File: src/rtl/multi_alarm_ctrl.sv
// multi_alarm_ctrl: multi-slot BCD alarm sequencer with snooze,
// ring timeout, snooze limit and lowest-index arbitration.
module multi_alarm_ctrl #(
  parameter int NUM_ALARMS = 4,
  parameter int RING_SEC   = 60,
  parameter int SNOOZE_MIN = 5,
  parameter int MAX_SNOOZE = 3,
  localparam int IW = (NUM_ALARMS > 1) ? $clog2(NUM_ALARMS) : 1
) (
  input  logic                  ac_clk,
  input  logic                  ac_rst_n,
  input  logic                  sec_tick,
  input  logic [15:0]           clock_val,
  input  logic                  master_en,
  input  logic                  wr_en,
  input  logic [IW-1:0]         wr_idx,
  input  logic [15:0]           wr_time,
  input  logic                  wr_slot_en,
  input  logic                  snooze,
  input  logic                  dismiss,
  output logic                  ring,
  output logic [IW-1:0]         active_idx,
  output logic [3:0]            snooze_cnt,
  output logic [1:0]            state_out,
  output logic [NUM_ALARMS-1:0] slot_en
);

  localparam logic [1:0] S_IDLE = 2'b00;
  localparam logic [1:0] S_RING = 2'b01;
  localparam logic [1:0] S_SNZ  = 2'b10;

  localparam logic [7:0] RS = 8'(RING_SEC);
  localparam logic [5:0] SM = 6'(SNOOZE_MIN);
  localparam logic [3:0] MS = 4'(MAX_SNOOZE);

  logic [15:0]           slot_time [NUM_ALARMS];
  logic [NUM_ALARMS-1:0] slot_en_q;
  logic [15:0]           prev_clock;

  logic [1:0]    state;
  logic [1:0]    state_nxt;
  logic [IW-1:0] idx;
  logic [IW-1:0] idx_nxt;
  logic [3:0]    scnt;
  logic [3:0]    scnt_nxt;
  logic [7:0]    sec_cnt;
  logic [7:0]    sec_nxt;
  logic [5:0]    min_cnt;
  logic [5:0]    min_nxt;
  logic          ring_q;

  logic          min_evt;
  logic          hit;
  logic [IW-1:0] win;
  logic          wr_ok;
  logic          cancel;
  logic          can_snz;
  logic [7:0]    sec_inc;
  logic [5:0]    min_inc;
  logic          timeout;

  assign min_evt = (prev_clock != clock_val);
  assign wr_ok   = wr_en && (int'(wr_idx) < NUM_ALARMS);
  assign cancel  = wr_ok && (wr_idx == idx) && !wr_slot_en;
  assign can_snz = (scnt < MS);
  assign sec_inc = (sec_cnt == 8'hFF) ? sec_cnt : sec_cnt + 8'd1;
  assign min_inc = (min_cnt == 6'h3F) ? min_cnt : min_cnt + 6'd1;
  assign timeout = sec_tick && (sec_inc >= RS);

  // Lowest-index enabled slot whose time equals the running clock.
  always_comb begin
    hit = 1'b0;
    win = '0;
    for (int i = NUM_ALARMS - 1; i >= 0; i--) begin
      if (slot_en_q[i] && (slot_time[i] == clock_val)) begin
        hit = 1'b1;
        win = IW'(i);
      end
    end
  end

  // Sequencer next-state: kill conditions first, then buttons, then timers.
  always_comb begin
    state_nxt = state;
    idx_nxt   = idx;
    scnt_nxt  = scnt;
    sec_nxt   = sec_cnt;
    min_nxt   = min_cnt;
    if (!master_en) begin
      state_nxt = S_IDLE;
      scnt_nxt  = '0;
      sec_nxt   = '0;
      min_nxt   = '0;
    end else begin
      unique case (state)
        S_IDLE: begin
          scnt_nxt = '0;
          sec_nxt  = '0;
          min_nxt  = '0;
          if (min_evt && hit) begin
            state_nxt = S_RING;
            idx_nxt   = win;
          end
        end
        S_RING: begin
          if (cancel || dismiss) begin
            state_nxt = S_IDLE;
            scnt_nxt  = '0;
            sec_nxt   = '0;
          end else if (snooze && can_snz) begin
            state_nxt = S_SNZ;
            scnt_nxt  = scnt + 4'd1;
            sec_nxt   = '0;
            min_nxt   = '0;
          end else if (timeout) begin
            sec_nxt = '0;
            min_nxt = '0;
            if (can_snz) begin
              state_nxt = S_SNZ;
              scnt_nxt  = scnt + 4'd1;
            end else begin
              state_nxt = S_IDLE;
              scnt_nxt  = '0;
            end
          end else if (sec_tick) begin
            sec_nxt = sec_inc;
          end
        end
        S_SNZ: begin
          if (cancel || dismiss) begin
            state_nxt = S_IDLE;
            scnt_nxt  = '0;
            min_nxt   = '0;
          end else if (min_evt) begin
            if (min_inc >= SM) begin
              state_nxt = S_RING;
              sec_nxt   = '0;
              min_nxt   = '0;
            end else begin
              min_nxt = min_inc;
            end
          end
        end
        default: begin
          state_nxt = S_IDLE;
          scnt_nxt  = '0;
          sec_nxt   = '0;
          min_nxt   = '0;
        end
      endcase
    end
  end

  // Sequencer state, counters and the delayed ring decode.
  always_ff @(posedge ac_clk or negedge ac_rst_n) begin
    if (!ac_rst_n) begin
      state      <= S_IDLE;
      idx        <= '0;
      scnt       <= '0;
      sec_cnt    <= '0;
      min_cnt    <= '0;
      ring_q     <= 1'b0;
      prev_clock <= 16'h0000;
    end else begin
      state      <= state_nxt;
      idx        <= idx_nxt;
      scnt       <= scnt_nxt;
      sec_cnt    <= sec_nxt;
      min_cnt    <= min_nxt;
      ring_q     <= (state == S_RING);
      prev_clock <= clock_val;
    end
  end

  // Slot table; out-of-range indices are dropped.
  always_ff @(posedge ac_clk or negedge ac_rst_n) begin
    if (!ac_rst_n) begin
      slot_en_q <= '0;
      for (int i = 0; i < NUM_ALARMS; i++) begin
        slot_time[i] <= 16'h0000;
      end
    end else if (wr_ok) begin
      slot_time[wr_idx] <= wr_time;
      slot_en_q[wr_idx] <= wr_slot_en;
    end
  end

  assign ring       = ring_q;
  assign active_idx = idx;
  assign snooze_cnt = scnt;
  assign state_out  = state;
  assign slot_en    = slot_en_q;

endmodule

File: config.mk
export PLATFORM = sky130hd
export DESIGN_NAME = multi_alarm_ctrl
export DESIGN_NICKNAME = d
export VERILOG_FILES = /design/src/rtl/multi_alarm_ctrl.sv
export SDC_FILE = /design/constraint.sdc
export NUM_CORES = 1
export LEC_CHECK = 0
export CORE_MARGIN = 5
export CORE_UTILIZATION = 30
export CTS_CLUSTER_DIAMETER = 200
export DETAILED_ROUTE_END_ITERATION = 10
export GPL_TIMING_DRIVEN = 1
export PLACE_DENSITY = 0.59
export RECOVER_POWER = 50
export SYNTH_ARGS = -nofsm -noshare
export SYNTH_HDL_FRONTEND = slang
export SYNTH_SLANG_ARGS = --single-unit
File: constraint.sdc
create_clock -name ac_clk -period 6.41 [get_ports ac_clk]
set_clock_uncertainty 0.15 [all_clocks]
set_input_delay 1.282 -clock ac_clk [delete_from_list [all_inputs] [get_ports ac_clk]]
set_output_delay 1.282 -clock ac_clk [all_outputs]
set_load 0.05 [all_outputs]
==> out/qor.csv <==
stage;metric;value;unit
critical_path;reg2reg start;min_cnt[0];
global_routing;largest net degree at the start of global routing;64;
critical_path;CP max FO;63;
yosys;number of flops mapped to enable cells by yosys;0;
placement;post-detail-place hpwl;8980;microns
yosys;Syn Nets;473;
floorplanning;total core area;17200;sq um
cts;CTS Buf Count;9;
floorplanning;I/O Pins;55;
critical_path;RR Endpoint;state_out[0];
drt;vias post-DR;3382;
floorplanning;floorplan row count;48;
yosys;Synth Area per Inst;12.3;sq um
yosys;Mapped Cells;427;
drt;Detail Route Antenna Nets;0;
timing;Slew Viols, Final;46;
cts;Post-CTS Setup Inserts;0;
critical_path;crit-path cells;buf_4, clkbuf_1;
yosys;Async S/R FF share, synth;100;%
drt;drt via density;4.83;
drt;DR iter-0 viols;128;
cts;PostCTS Resize Cnt;0;
placement;Placer Congestion;0.814;
cts;number of hold buffers added after cts;0;
hold_path;hold_sp;slot_en[3];
critical_path;R2R cell count;8;
placement;count of buffers from port buffering;54;
pwr;leakage;2.51;nW
timing;worst relative slew slack;-61.3;%
critical_path;FF-to-FF setup slack;4.07;ns
yosys;area of the mapped netlist;5260;sq um
floorplanning;die area;20300;sq um
outcome;run status;complete, but fails checks;
pwr;maximum vdd drop;0.133;mV
cts;CTS max path bufs;2;
timing;Max Fclk;253;MHz
run;Max-Cap Viols;1;
critical_path;Worst Path Buf+Inv;2;
timing;Final min period;3.95;ns
cts;H-tree lvl count;3;
yosys;post-synthesis cell type count;52;
drt;final WL;12100;microns
yosys;synthesized flop and latch total;107;
timing;final hold violation count;0;
critical_path;critical path's top delay family;buffers and inverters;
yosys;sequential area share after synthesis;50.9;%
critical_path;Levels on crit path;2;
yosys;ys flop type;dfrtp_1;
cts;CTS sink cnt;107;
critical_path;CP startpoint kind;input port;
global_routing;antenna violations before repair;0;
outcome;failing checks;max-capacitance violations, max-slew violations;
global_routing;grt total ovfl;0;
timing;setup TNS;0;ns
timing;WHS;0.364;ns
cts;clock slew at reported path FFs;0.07;ns
critical_path;WP data required;6.20;ns
floorplanning;Initial Utilization;30.5;%
critical_path;Critical Path AT;3.74;ns
cts;Clock Latency Late Sink;0.35;ns
pwr;PD cells;269;nW/um^2
critical_path;Worst Setup EP;min_cnt[3];
placement;Cells after DPL;684;
critical_path;slowest CP cell;clkbuf_1;
global_routing;GRT Overall Usage;12.5;%
timing;worst slew pin tran;2.42;ns
timing;Final Cycle Share;61.6;%
cells_and_area;ANT cells;0;
cells_and_area;Final nets;516;
critical_path;Crit Path Class;input port to asynchronous set/reset pin;
critical_path;CP startpoint;ac_rst_n;
cells_and_area;layout cells sized above 1;20.0;%
cells_and_area;area grow syn2layout;19.2;%
cells_and_area;Core Util, Final;36.3;%
timing;RSZ-0062 raised after global routing;no;
cells_and_area;non-filler instance count after layout;700;
timing;Final setup viols;0;
yosys;Yosys warnings;0;
global_routing;vias in the first global route;3607;
floorplanning;die width;142;microns
cts;TritonCTS clock tree;yes;
global_routing;global-route wire length before repair;19600;microns
hold_path;Hold Crit Class;flop to flop;
critical_path;max incr delay on CP;1.79;ns
critical_path;Worst setup EP type;asynchronous set/reset pin;
drt;Residual DRC;0;
cts;Root Buffer;clkbuf_16;
floorplanning;Die Span Y;142;microns
drt;wire per inst;17.3;microns
drt;first drt pass iteration count;4;
==> sequential cells by signal, indices dropped and copies added (netlist names) <==
name	cells
slot_time	64
prev_clock	16
sec_cnt	8
min_cnt	6
slot_en	4
snooze_cnt	4
active_idx	2
state_out	2
ring	1
==> final cells by class <==
cell class              count  area (sq um)
clock buffers              12           256
clock inverters             4          55.1
well taps                 225           282
repair buffers             56           549
multi-input cells         290          2420
inverters                   6          22.5
fillers                  1673         11000
flip-flops and latches    107          2680
==> power by group <==
group          switching, W  internal [W]  total, W  leakage (nW)
sequential        0.0000591      0.000761  0.000820          1.31
clock              0.000249      0.000328  0.000577         0.155
combinational      0.000136      0.000152  0.000289          1.04
==> worst min path at each step <==
stage | end | slack [ns] | depth (start not counted)
after floorplan | sec_cnt[7] | 0.34 | 1
after global routing | slot_time[17] | 0.39 | 1
after global placement | slot_en[3] | 0.35 | 2
final | slot_en[3] | 0.36 | 2
after detailed placement | slot_en[3] | 0.35 | 2
after CTS | snooze_cnt[0] | 0.37 | 1
==> logic make-up after synthesis <==
kind of cell | Yosys count | share of synthesized area [%]
flops | 107 | 50.9
mux | 68 | 14.5
buf+inv | 30 | 2.98
compound gates | 46 | 6.00
fa+ha+maj | 4 | 0.952
xor+xnor | 83 | 13.8
simple gates | 89 | 10.8
==> stage by stage <==
step	setup WS [ns]	power (W)	cell area (sq um)
3_5_place_dp	2.76	0.00113	5960
6_report	2.46	0.00169	6260
3_3_place_gp	2.78	0.00112	5960
5_1_grt	1.71	0.00177	6260
2_1_floorplan	3.50	0.00102	5260
4_1_cts	3.12	0.00171	6270
==> Yosys cell counts (3+ instances only) <==
cell type	n	area share, %
nor2b_1	5	0.60
nor2_1	7	0.50
nand4_1	13	1.5
nor4_1	9	1.1
xnor2_1	53	8.8
nor3_1	4	0.38
a21oi_1	10	0.95
dfrtp_1	107	51
nand2_1	13	0.93
buf_2	17	1.6
inv_1	6	0.43
clkbuf_1	3	0.21
ha_1	4	0.95
a31oi_1	3	0.36
o21ai_0	14	1.3
mux2i_1	3	0.57
xor2_1	30	5.0
nand2b_1	4	0.48
and2_1	4	0.48
nand3_1	8	0.76
and3_1	5	0.60
mux2_2	65	14
==> placed cells by master, fill, tap and decap left out, types with 2 or more instances in the layout <==
cell type | netlist | final
a21o_1 | 2 | 2
a21oi_1 | 10 | 10
a31oi_1 | 3 | 3
a41oi_1 | 2 | 2
and2_1 | 4 | 4
and3_1 | 5 | 5
buf_4 | 2 | 2
clkbuf_1 | 3 | 2
clkbuf_16 | 0 | 9
clkbuf_8 | 0 | 2
clkdlybuf4s50_1 | 0 | 37
dfrtp_1 | 107 | 107
dlygate4sd3_1 | 0 | 16
ha_1 | 4 | 4
inv_1 | 6 | 6
mux2_2 | 65 | 65
mux2i_1 | 3 | 3
nand2_1 | 13 | 13
nand2b_1 | 4 | 4
nand3_1 | 8 | 8
nand3b_1 | 2 | 2
nand4_1 | 13 | 13
nor2_1 | 7 | 7
nor2b_1 | 5 | 5
nor3_1 | 4 | 4
nor4_1 | 9 | 9
nor4_4 | 2 | 2
o21a_1 | 2 | 2
o21ai_0 | 14 | 14
o22ai_1 | 2 | 2
o31a_1 | 2 | 2
or2_2 | 2 | 2
xnor2_1 | 53 | 53
xor2_1 | 30 | 30
==> layer usage <==
metal  GRT usage [%]  vias up  part of all wire, %
met4            4.15        0                  2.3
met1            15.7     1701                   44
met2            21.2       84                   49
met3            3.09       19                  4.6
met5               0        -                    0
li1                -     1578                    -
Power figures use the tool's default switching activity.
